## src/rtl/dual_ant_power_detect_pkg.sv

```systemverilog
// dual_ant_power_detect_pkg: shared trigger states, log-conversion constants and RSSI width
//   RSSI_W            : width of every RSSI value (half-dB units)
//   LOG_* constants   : 12 half-dB per octave, 3/2 half-dB per mantissa step
//   trig_state_t      : power-trigger FSM encoding
//   log_half_db()     : integer average -> RSSI in half-dB
package dual_ant_power_detect_pkg;
    localparam int RSSI_W = 11;
    localparam int LOG_OCTAVE_HALF_DB = 12;
    localparam int LOG_MANT_MUL = 3;
    localparam int LOG_MANT_SHIFT = 1;

    typedef enum logic {
        IDLE   = 1'b0,
        ACTIVE = 1'b1
    } trig_state_t;

    // Piecewise-linear log2: the leading-one position gives the octave and the
    // three bits just below it interpolate within the octave.
    function automatic logic [RSSI_W-1:0] log_half_db(input logic [31:0] avg);
        int p;
        logic [34:0] ext;
        logic [2:0] f;
        p = 0;
        for (int k = 0; k < 32; k++)
            if (avg[k]) p = k;
        ext = {avg, 3'b000};
        f = ext[p +: 3];
        return (avg == 32'd0) ? '0
             : RSSI_W'(LOG_OCTAVE_HALF_DB * p + ((LOG_MANT_MUL * int'(f)) >> LOG_MANT_SHIFT));
    endfunction
endpackage

```

## src/rtl/dual_ant_power_detect_if.sv

```systemverilog
// dual_ant_power_detect_if: sample/control/result bundle of the dual-antenna power detector
//   enable, data_in_strobe, data_ant1_in, data_ant2_in : sample side
//   power_thres, min_power_hold                        : live trigger configuration
//   rssi1_half_db_1, rssi2_half_db_2, rssi_strobe      : RSSI results
//   power_trigger_1, power_trigger_2                   : per-antenna triggers
interface dual_ant_power_detect_if
    import dual_ant_power_detect_pkg::*;
#(
    parameter int IQ_DATA_WIDTH = 16
);
    logic                       enable;
    logic                       data_in_strobe;
    logic [2*IQ_DATA_WIDTH-1:0] data_ant1_in;
    logic [2*IQ_DATA_WIDTH-1:0] data_ant2_in;
    logic [RSSI_W-1:0]          power_thres;
    logic [15:0]                min_power_hold;
    logic [RSSI_W-1:0]          rssi1_half_db_1;
    logic [RSSI_W-1:0]          rssi2_half_db_2;
    logic                       rssi_strobe;
    logic                       power_trigger_1;
    logic                       power_trigger_2;

    modport master (
        output enable, data_in_strobe, data_ant1_in, data_ant2_in, power_thres, min_power_hold,
        input  rssi1_half_db_1, rssi2_half_db_2, rssi_strobe, power_trigger_1, power_trigger_2
    );

    modport slave (
        input  enable, data_in_strobe, data_ant1_in, data_ant2_in, power_thres, min_power_hold,
        output rssi1_half_db_1, rssi2_half_db_2, rssi_strobe, power_trigger_1, power_trigger_2
    );
endinterface

```

## src/rtl/dual_ant_power_detect_rssi_chain.sv

```systemverilog
// rssi_chain: one antenna's magnitude, moving average, log RSSI and hysteresis power trigger
//   clock, reset        : system clock, synchronous active-high reset
//   enable              : when low, strobes are dropped and every register holds
//   data_in_strobe      : qualifies data_in, packed {I, Q}
//   power_thres         : trigger threshold in half-dB
//   min_power_hold      : consecutive below-threshold updates needed to drop the trigger
//   rssi, rssi_valid    : RSSI in half-dB and its one-cycle update pulse
//   power_trigger       : hysteresis-qualified trigger
module rssi_chain
    import dual_ant_power_detect_pkg::*;
#(
    parameter int IQ_DATA_WIDTH = 16,
    parameter int WINDOW_LOG2   = 4
) (
    input  logic                       clock,
    input  logic                       reset,
    input  logic                       enable,
    input  logic                       data_in_strobe,
    input  logic [2*IQ_DATA_WIDTH-1:0] data_in,
    input  logic [RSSI_W-1:0]          power_thres,
    input  logic [15:0]                min_power_hold,
    output logic [RSSI_W-1:0]          rssi,
    output logic                       rssi_valid,
    output logic                       power_trigger
);
    localparam int MAG_W = IQ_DATA_WIDTH + 1;
    localparam int SUM_W = MAG_W + WINDOW_LOG2;
    localparam int DEPTH = 1 << WINDOW_LOG2;

    logic signed [MAG_W-1:0] i_ext, q_ext;
    logic [MAG_W-1:0] i_abs, q_abs, mag, mag_s1, avg;
    logic [MAG_W-1:0] delay_line [DEPTH];
    logic [SUM_W-1:0] sum;
    logic v1, v2, v3, hit;
    trig_state_t state, state_n;
    logic [15:0] cnt, cnt_n, cnt_inc;

    // One extra bit makes |-2^(W-1)| exact, so no saturation is needed.
    assign i_ext = {data_in[2*IQ_DATA_WIDTH-1], data_in[2*IQ_DATA_WIDTH-1:IQ_DATA_WIDTH]};
    assign q_ext = {data_in[IQ_DATA_WIDTH-1], data_in[IQ_DATA_WIDTH-1:0]};
    assign i_abs = i_ext[MAG_W-1] ? -i_ext : i_ext;
    assign q_abs = q_ext[MAG_W-1] ? -q_ext : q_ext;
    assign mag   = i_abs + q_abs;

    assign avg     = sum[SUM_W-1:WINDOW_LOG2];
    assign hit     = rssi >= power_thres;
    assign cnt_inc = (cnt == 16'hFFFF) ? cnt : cnt + 16'd1;

    always_ff @(posedge clock) begin
        if (reset) begin
            v1     <= 1'b0;
            v2     <= 1'b0;
            v3     <= 1'b0;
            mag_s1 <= '0;
            sum    <= '0;
            rssi   <= '0;
            state  <= IDLE;
            cnt    <= '0;
            for (int k = 0; k < DEPTH; k++) delay_line[k] <= '0;
        end else if (enable) begin
            v1 <= data_in_strobe;
            v2 <= v1;
            v3 <= v2;
            if (data_in_strobe) mag_s1 <= mag;
            // Slots not yet filled since reset hold 0, so the running sum is exact from the first sample.
            if (v1) begin
                sum           <= sum + SUM_W'(mag_s1) - SUM_W'(delay_line[DEPTH-1]);
                delay_line[0] <= mag_s1;
                for (int k = 1; k < DEPTH; k++) delay_line[k] <= delay_line[k-1];
            end
            if (v2) rssi <= log_half_db(32'(avg));
            state <= state_n;
            cnt   <= cnt_n;
        end
    end

    always_comb begin
        state_n = state;
        cnt_n   = cnt;
        if (v3) begin
            case (state)
                IDLE: begin
                    if (hit) begin
                        state_n = ACTIVE;
                        cnt_n   = '0;
                    end
                end
                ACTIVE: begin
                    if (hit) begin
                        cnt_n = '0;
                    end else if (cnt_inc >= min_power_hold) begin
                        state_n = IDLE;
                        cnt_n   = '0;
                    end else begin
                        cnt_n = cnt_inc;
                    end
                end
                default: begin
                    state_n = IDLE;
                    cnt_n   = '0;
                end
            endcase
        end
    end

    // A valid parked in stage 3 while disabled must not be reported until enable returns.
    assign rssi_valid    = v3 & enable;
    assign power_trigger = state == ACTIVE;
endmodule

```

## src/rtl/dual_ant_power_detect.sv

```systemverilog
// dual_ant_power_detect: per-antenna smoothed RSSI (half-dB) and hysteresis power trigger for two antennas
//   clock, reset : system clock, synchronous active-high reset
//   bus (slave)  : samples, strobe, enable, live thresholds in; RSSI, rssi_strobe, triggers out
module dual_ant_power_detect
    import dual_ant_power_detect_pkg::*;
#(
    parameter int IQ_DATA_WIDTH = 16,
    parameter int WINDOW_LOG2   = 4
) (
    input logic                     clock,
    input logic                     reset,
    dual_ant_power_detect_if.slave  bus
);
    // Both chains advance in lockstep, so chain 2's valid duplicates chain 1's.
    logic valid2_unused;

    rssi_chain #(
        .IQ_DATA_WIDTH(IQ_DATA_WIDTH),
        .WINDOW_LOG2  (WINDOW_LOG2)
    ) u_chain1 (
        .clock         (clock),
        .reset         (reset),
        .enable        (bus.enable),
        .data_in_strobe(bus.data_in_strobe),
        .data_in       (bus.data_ant1_in),
        .power_thres   (bus.power_thres),
        .min_power_hold(bus.min_power_hold),
        .rssi          (bus.rssi1_half_db_1),
        .rssi_valid    (bus.rssi_strobe),
        .power_trigger (bus.power_trigger_1)
    );

    rssi_chain #(
        .IQ_DATA_WIDTH(IQ_DATA_WIDTH),
        .WINDOW_LOG2  (WINDOW_LOG2)
    ) u_chain2 (
        .clock         (clock),
        .reset         (reset),
        .enable        (bus.enable),
        .data_in_strobe(bus.data_in_strobe),
        .data_in       (bus.data_ant2_in),
        .power_thres   (bus.power_thres),
        .min_power_hold(bus.min_power_hold),
        .rssi          (bus.rssi2_half_db_2),
        .rssi_valid    (valid2_unused),
        .power_trigger (bus.power_trigger_2)
    );
endmodule
```

## src/flat_wrapper.sv

```systemverilog
// flat-port wrapper written by rule: the top's interface ports become plain ports
module dual_ant_power_detect_flat import dual_ant_power_detect_pkg::*;
#(
    parameter int IQ_DATA_WIDTH = 16,
    parameter int WINDOW_LOG2   = 4
)
  (clock, reset, bus_enable, bus_data_in_strobe, bus_data_ant1_in, bus_data_ant2_in, bus_power_thres, bus_min_power_hold, bus_rssi1_half_db_1, bus_rssi2_half_db_2, bus_rssi_strobe, bus_power_trigger_1, bus_power_trigger_2);
  dual_ant_power_detect_if #(.IQ_DATA_WIDTH(IQ_DATA_WIDTH)) bus_i ();
  input logic clock;
  input logic reset;
  input wire logic [$bits(bus_i.enable)-1:0] bus_enable;
  input wire logic [$bits(bus_i.data_in_strobe)-1:0] bus_data_in_strobe;
  input wire logic [$bits(bus_i.data_ant1_in)-1:0] bus_data_ant1_in;
  input wire logic [$bits(bus_i.data_ant2_in)-1:0] bus_data_ant2_in;
  input wire logic [$bits(bus_i.power_thres)-1:0] bus_power_thres;
  input wire logic [$bits(bus_i.min_power_hold)-1:0] bus_min_power_hold;
  output wire logic [$bits(bus_i.rssi1_half_db_1)-1:0] bus_rssi1_half_db_1;
  output wire logic [$bits(bus_i.rssi2_half_db_2)-1:0] bus_rssi2_half_db_2;
  output wire logic [$bits(bus_i.rssi_strobe)-1:0] bus_rssi_strobe;
  output wire logic [$bits(bus_i.power_trigger_1)-1:0] bus_power_trigger_1;
  output wire logic [$bits(bus_i.power_trigger_2)-1:0] bus_power_trigger_2;
  assign bus_i.enable = bus_enable;
  assign bus_i.data_in_strobe = bus_data_in_strobe;
  assign bus_i.data_ant1_in = bus_data_ant1_in;
  assign bus_i.data_ant2_in = bus_data_ant2_in;
  assign bus_i.power_thres = bus_power_thres;
  assign bus_i.min_power_hold = bus_min_power_hold;
  assign bus_rssi1_half_db_1 = bus_i.rssi1_half_db_1;
  assign bus_rssi2_half_db_2 = bus_i.rssi2_half_db_2;
  assign bus_rssi_strobe = bus_i.rssi_strobe;
  assign bus_power_trigger_1 = bus_i.power_trigger_1;
  assign bus_power_trigger_2 = bus_i.power_trigger_2;
  dual_ant_power_detect #(.IQ_DATA_WIDTH(IQ_DATA_WIDTH), .WINDOW_LOG2(WINDOW_LOG2)) u_core (.clock(clock), .reset(reset), .bus(bus_i));
endmodule
```

## config.mk

```make
export PLATFORM = sky130hd
export DESIGN_NAME = dual_ant_power_detect_flat
export DESIGN_NICKNAME = d
export VERILOG_FILES = /design/src/rtl/dual_ant_power_detect_pkg.sv /design/src/rtl/dual_ant_power_detect_if.sv /design/src/rtl/dual_ant_power_detect_rssi_chain.sv /design/src/rtl/dual_ant_power_detect.sv /design/src/flat_wrapper.sv
export SDC_FILE = /design/constraint.sdc
export NUM_CORES = 1
export LEC_CHECK = 0
export ABC_AREA = 0
export CAP_MARGIN = 0
export CORE_ASPECT_RATIO = 1.5
export CORE_MARGIN = 5
export CORE_UTILIZATION = 35
export CTS_CLUSTER_DIAMETER = 120
export CTS_CLUSTER_SIZE = 40
export DETAILED_ROUTE_END_ITERATION = 8
export GPL_ROUTABILITY_DRIVEN = 0
export HOLD_SLACK_MARGIN = 0.06
export PLACE_DENSITY = 0.5
export SLEW_MARGIN = 20
export SYNTH_ARGS = -nofsm -noshare
export SYNTH_HDL_FRONTEND = slang
export SYNTH_SLANG_ARGS = --single-unit
```

## constraint.sdc

```tcl
create_clock -name clock -period 24.6 [get_ports clock]
set_input_delay 4.92 -clock clock [delete_from_list [all_inputs] [get_ports clock]]
set_output_delay 4.92 -clock clock [all_outputs]
set_load 0.005 [all_outputs]
```

* Yosys cells after proc, flatten, opt, wreduce, memory -nomap -nowiden
Memories as Yosys holds them, arrays and structs flattened.
Index checks and enable logic that the tools add are counted.
W data, S select, Z words.
** Storage, ports and cells
- Input port bits :: 95
- Register bits after elaboration :: 135
- Word-level logic and storage cells :: 186
- Bits in read-only memories :: 0
- Bits in latches :: 0
- Bits in writable memories :: 544
- Memories kept :: 2
** Operators by class
- Div/mod/pow operators :: 0
- $mul :: 4
- Reduce and logical (&&, ||, !) cells :: 8
- Bitwise operators :: 35
- Multiplexer cells :: 100
- Shift-type cells :: 2
- Equality and inequality tests :: 4
- Add/sub/neg operators :: 14
- $lt $le $gt $ge :: 4
** Memory list
- u_core.u_chain1.delay_line :: depth 16, bits a word 17, read ports 16, clocked after memory_dff 0, write ports 16, line dual_ant_power_detect_rssi_chain.sv:32 : logic [MAG_W-1:0] delay_line [DEPTH];
- u_core.u_chain2.delay_line :: depth 16, bits a word 17, read ports 16, clocked after memory_dff 0, write ports 16, line dual_ant_power_detect_rssi_chain.sv:32
** Operator list (count)
- $mux W32 :: 36
- $mux W17 :: 36
- $mux W16 :: 8
- $shiftx A35 B32 Y3 :: 2
- $neg A16 Y17 :: 4
- $mul A3 B32 Y9 const A :: 2
- $pmux W16 S2 :: 2
- $add A21 B17 Y21 :: 2
- $sub A21 B17 Y21 :: 2
- $add A17 B17 Y17 :: 2
- $logic_not A17 Y1 :: 2
- $add A16 B1 Y16 const B :: 2
- $eq A16 B16 Y1 const B :: 2
- $ge A16 B16 Y1 :: 2
- $or A1 B1 Y1 :: 32
- $add A11 B5 Y11 :: 2
- $ge A11 B11 Y1 :: 2
- $mux W11 :: 2
- $mux W1 :: 14
- $mul A2 B3 Y5 const A :: 2
- $reduce_and A2 Y1 :: 4
- $reduce_and A3 Y1 :: 2
- $ne A2 B2 Y1 const B :: 2
- $pmux W1 S2 :: 2
- other kinds (2) :: 3

* Depth between registers and ports, before layout
- Depth after elaboration :: 23
- Gate-level depth with buffers :: 25
- Gate-level depth less buffers :: 24

* Modules after synthesis
A second synthesis with hierarchy kept.
** Unflattened totals
- Cells, all modules :: 2977
- Area total of the unflattened synthesis :: 34072.7 um2
** By module, submodules not included
- rssi_chain (u_core.u_chain2) :: instances 1, seq. area each 9529.1 um2, cells each 1506, area an instance 17081.4 um2
- rssi_chain (u_core.u_chain1) :: instances 1, seq. area each 9529.1 um2, cells each 1471, area an instance 16991.3 um2

* Worst setup path before layout
Ideal clock, no wire load.
- Path kind :: input-to-reg
- Start point :: in bus_enable
- End point :: reg u_core.u_chain1.sum[15]
- Arrival time :: 21293 ps
- Path slack :: 2503 ps
- Path buffers :: 2
- Stages :: 5
- Cells stage by stage :: clkbuf_1 a21oi_1 inv_1 clkbuf_1 o32ai_1
** On the way
- Word-level cells in the longest chain between the ends :: 1
** RTL lines
- from (decl) :: line flat_wrapper.sv:11 : input wire logic [$bits(bus_i.enable)-1:0] bus_enable;
- $reduce_and A2 Y1 (no line)
- to (signal assigned) :: line dual_ant_power_detect_rssi_chain.sv:67 : sum <= sum + SUM_W'(mag_s1) - SUM_W'(delay_line[DEPTH-1]);
- to (decl) :: line dual_ant_power_detect_rssi_chain.sv:33 : logic [SUM_W-1:0] sum;
No other way between the ends.
A chain may end at the register's enable or synchronous reset.

* Worst setup path in the final report
- Start point :: in bus_enable
- End point :: out bus_rssi_strobe
** On the way
- Word-level cells in the longest chain between the ends :: 1
** RTL lines
- $and A1 B1 Y1 :: line dual_ant_power_detect_rssi_chain.sv:107 : assign rssi_valid = v3 & enable;
- to (decl) :: line flat_wrapper.sv:19 : output wire logic [$bits(bus_i.rssi_strobe)-1:0] bus_rssi_strobe;
No other way between the ends.

==> results.py <==
metrics = {
    "cts": {
        "cts.clk_slew.worst_paths_ps": 130,
        "clk_path_buf_depth": 3,
        "cts_buf_count": 21,
        "cts_max_level": 1,
        "clock_sink_count": 677,
        "post-cts-setup-buffer-count": 0,
        "cts_repair_resize_count": 0,
        "cts_tree": "built",
        "post_cts_hold_buffer_count": 0,
        "clock_tree_root_driver_cell": "sky130_fd_sc_hd__clkbuf_16",
        "clock_latency_ps": 600,
    },
    "final_layout": {
        "layout.filler_cells": 9043,
        "layout.cells.most_common": "sky130_fd_sc_hd__edfxtp_1",
        "total_nets_final": 3207,
        "finalInstanceArea_sq_um": 36460,
        "syn2layout_area_growth_pct": 9.467,
        "layout-drive-gt1-share": 0.02357,
        "finalNonFillerCells": 4193,
        "commonest_non_fill_non_tap_cells_in_the_layout": "544 x sky130_fd_sc_hd__edfxtp_1, 316 x sky130_fd_sc_hd__and2_1, 218 x sky130_fd_sc_hd__nor2b_1, 216 x sky130_fd_sc_hd__inv_1, 156 x sky130_fd_sc_hd__ha_1",
        "final_core_utilization": 0.3860,
    },
    "floorplan": {
        "effective_utilization_at_floorplan": 0.3526,
        "core_area_sq_um": 94450,
        "die_area_sq_um": 101600,
        "core.rowCount": 138,
        "num_io_pins": 120,
        "die_h_um": 387.8,
        "die-width_um": 261.9,
    },
    "global_routing": {
        "grt_remaining_overflow": 0,
        "grt_start_max_net_pins": 204,
        "grt_first_pass_wirelength_um": 109600,
        "grt_pass1_vias": 20335,
        "track_usage": 0.1305,
        "antenna_found_initial": 5,
    },
    "power_and_ir_drop": {
        "power_frac_comb": 0.219,
        "total_leakage_power_nw": 13.88,
        "share_of_power_burned_in_the_clock_network": 0.217,
        "worst_ir_drop_vdd_mv": 0.04319,
        "power-per-cell-area_nw_per_um2": 64.46,
        "internal_power_mw": 1.687,
        "p_sw_frac": 0.2821,
        "total_power_mw": 2.350,
        "p_seq_frac": 0.564,
        "p_switching_mw": 0.6630,
    },
    "critical_path": {
        "critical_path.cell_chain": "clkdlybuf4s50_1 > and2_1 > clkdlybuf4s50_1",
        "worst_ep_arrival_time_ps": 6520,
        "crit_path_top_delay_cell": "sky130_fd_sc_hd__clkdlybuf4s50_1",
        "timing.critical_path.required_ps": 19680,
        "setup.worst_path.start_class": "primary input",
        "cp_top_delay_family": "buffers and inverters",
        "worst_path_largest_cell_delay_ps": 620,
        "timing_worst_setup_path_type": "primary input to output port",
        "timing.reg2reg.setup_slack_ps": 19910,
        "crit_buf_inv": 2,
        "setup.worst_path.end_class": "output port",
        "path_max_fanout": 11,
        "crit_top_cell": "sky130_fd_sc_hd__clkdlybuf4s50_1",
    },
    "synthesis": {
        "post_synth_fa_ha_maj_area_fraction": 0.08385,
        "post_synth_num_cell_types": 79,
        "syn-cell-area_sq_um": 33310,
        "netlist_instances": 2868,
        "synth.mux.area_fraction": 0.006574,
        "synthesis.yosys.warnings": 0,
        "synth_xor_area_frac": 0.03576,
        "synth-simple-area-share": 0.1684,
        "synth_edf_count": 544,
        "ys_async_sr_fraction": 0,
        "dominant_combinational_cell_family_by_area_after_synthesis": "simple AND/OR/NAND/NOR gates",
        "synth_flop_cell": "sky130_fd_sc_hd__edfxtp_1",
        "synth_compound_gate_area_share": 0.09681,
        "syn_avg_cell_area_sq_um": 11.61,
        "synth.yosys.seq_area_share": 0.5704,
        "ys_ff_latch": 677,
    },
    "routing": {
        "drt_pre_antenna_iters": 7,
        "ant_nets": 0,
        "detail_route.wirelength_um": 68940,
        "wl_per_cell_um": 16.44,
        "detailed_route_via_count": 20472,
        "drt_iter0_markers": 1379,
        "detail_route.vias_per_cell": 4.882,
        "drc": 0,
    },
    "placed_design": {
        "io_buffers": 117,
        "numPlacedInstances": 4150,
        "place_ws_ps": 13140,
        "hpwlAfterDp_um": 45940,
        "placedInstanceArea_sq_um": 35790,
    },
    "sta": {
        "clock.fmax_mhz": 87.44,
        "maxSlewViolCount": 0,
        "hold-worst-slack_ps": 465.1,
        "clock_tree_skew_after_final_layout_ps": 23.22,
        "tightestPinTransition_ps": 1082,
        "setup_violation_total_in_the_final_timing_report": 0,
        "tns_ps": 0,
        "fin_crit_sh": 0.4649,
        "hold_viol_final": 0,
        "final_critical_path_setup_slack_ps": 13160,
        "timing.final.crit_period_ps": 11440,
        "grt_setup_unrepaired": "no",
        "slew_headroom": 0.2786,
    },
    "run_status": {
        "status": "finished clean",
    },
    "run": {
        "max_cap_violations": 0,
    },
    "hold_path": {
        "worstHoldPathType": "flop to flop",
    },
}
-- sequential cells by signal, summed over array words and instances, names as in the netlist, 16 cells and up --
register and cells:
u_core.u_chain1.cnt 16, u_core.u_chain1.delay_line 272, u_core.u_chain1.mag_s1 17, u_core.u_chain1.sum 21, u_core.u_chain2.cnt 16, u_core.u_chain2.delay_line 272, u_core.u_chain2.mag_s1 17, u_core.u_chain2.sum 21
-- cell usage after synthesis (all sizes together), types with 6 or more instances --
cell type,n,area share
ha,156,0.059
nor2,157,0.018
xnor2,106,0.028
o32ai,6,0.0016
nor4,16,0.0030
or3,13,0.0024
o22ai,34,0.0064
nand2b,34,0.0064
nand4,11,0.0021
a21oi,130,0.020
and2,316,0.059
o21bai,10,0.0023
o41ai,12,0.0032
a21o,35,0.0079
a31oi,10,0.0019
o211ai,11,0.0026
o31ai,20,0.0045
o21ai,86,0.013
a22oi,21,0.0047
a211o,7,0.0018
o21a,21,0.0047
buf,12,0.0020
edfxtp,544,0.49
or4,8,0.0018
dfxtp,133,0.080
nand3,32,0.0050
fa,42,0.025
nor3,31,0.0047
inv,218,0.025
a22o,13,0.0034
or2,7,0.0013
a211oi,18,0.0041
and3,15,0.0028
xor2,30,0.0079
a21boi,6,0.0014
nand3b,8,0.0018
nor2b,218,0.041
mux2i,14,0.0042
nand2,135,0.015
a2111oi,8,0.0021
clkbuf,100,0.011
-- worst min-delay path: stages, from the launching register on --
cell and delay (ps):
sky130_fd_sc_hd__dfxtp_1 330, sky130_fd_sc_hd__nand2_1 50, sky130_fd_sc_hd__a21oi_1 50
-- metal layers --
metal,track usage,vias up,routed length [um]
met1,0.1753,9958,31460
met4,0.04092,0,1792
met5,0,-,0
li1,-,10116,-
met3,0.01191,76,2113
met2,0.2232,322,33570
-- final cells by class --
cell class / instances / area, sq um / area share
antenna: 5 / 12.51 / 0.0003432
clock buffer: 34 / 584.3 / 0.01603
clock inverter: 3 / 45.04 / 0.001235
inverter: 220 / 833.3 / 0.02286
multi-input combinational: 1860 / 13060 / 0.3582
sequential: 677 / 19000 / 0.5211
tap: 1260 / 1577 / 0.04324
timing repair buffer: 134 / 1349 / 0.03700
-- worst paths after layout --
path	from	to	cells past startpoint
hold / removal	u_core.u_chain1.mag_s1[15]	u_core.u_chain1.mag_s1[15]	2
setup / recovery	bus_enable	bus_rssi_strobe	3
hold reg to reg	u_core.u_chain1.mag_s1[15]	u_core.u_chain1.mag_s1[15]	2
setup reg to reg	u_core.u_chain2.sum[7]	u_core.u_chain2.rssi[6]	19
-- power by group through the flow --
stage          Combinational (mW)  Clock [mW]  Sequential (mW)
2_1_floorplan               0.392           0             1.38
3_3_place_gp                0.503           0             1.35
3_5_place_dp                0.513           0             1.35
4_1_cts                     0.517       0.542             1.33
5_1_grt                     0.579       0.579             1.33
6_report                    0.514       0.511             1.32
-- cells by family after synthesis --
family | count (synthesis)
and+or+nand+nor | 1015
DFF | 677
AOI/OAI and AO/OA | 489
buffers and inverters | 332
adders and majority gates | 198
xor gates and xnor gates | 136
muxes | 20
other | 1
(Power assumes the default switching activity.)
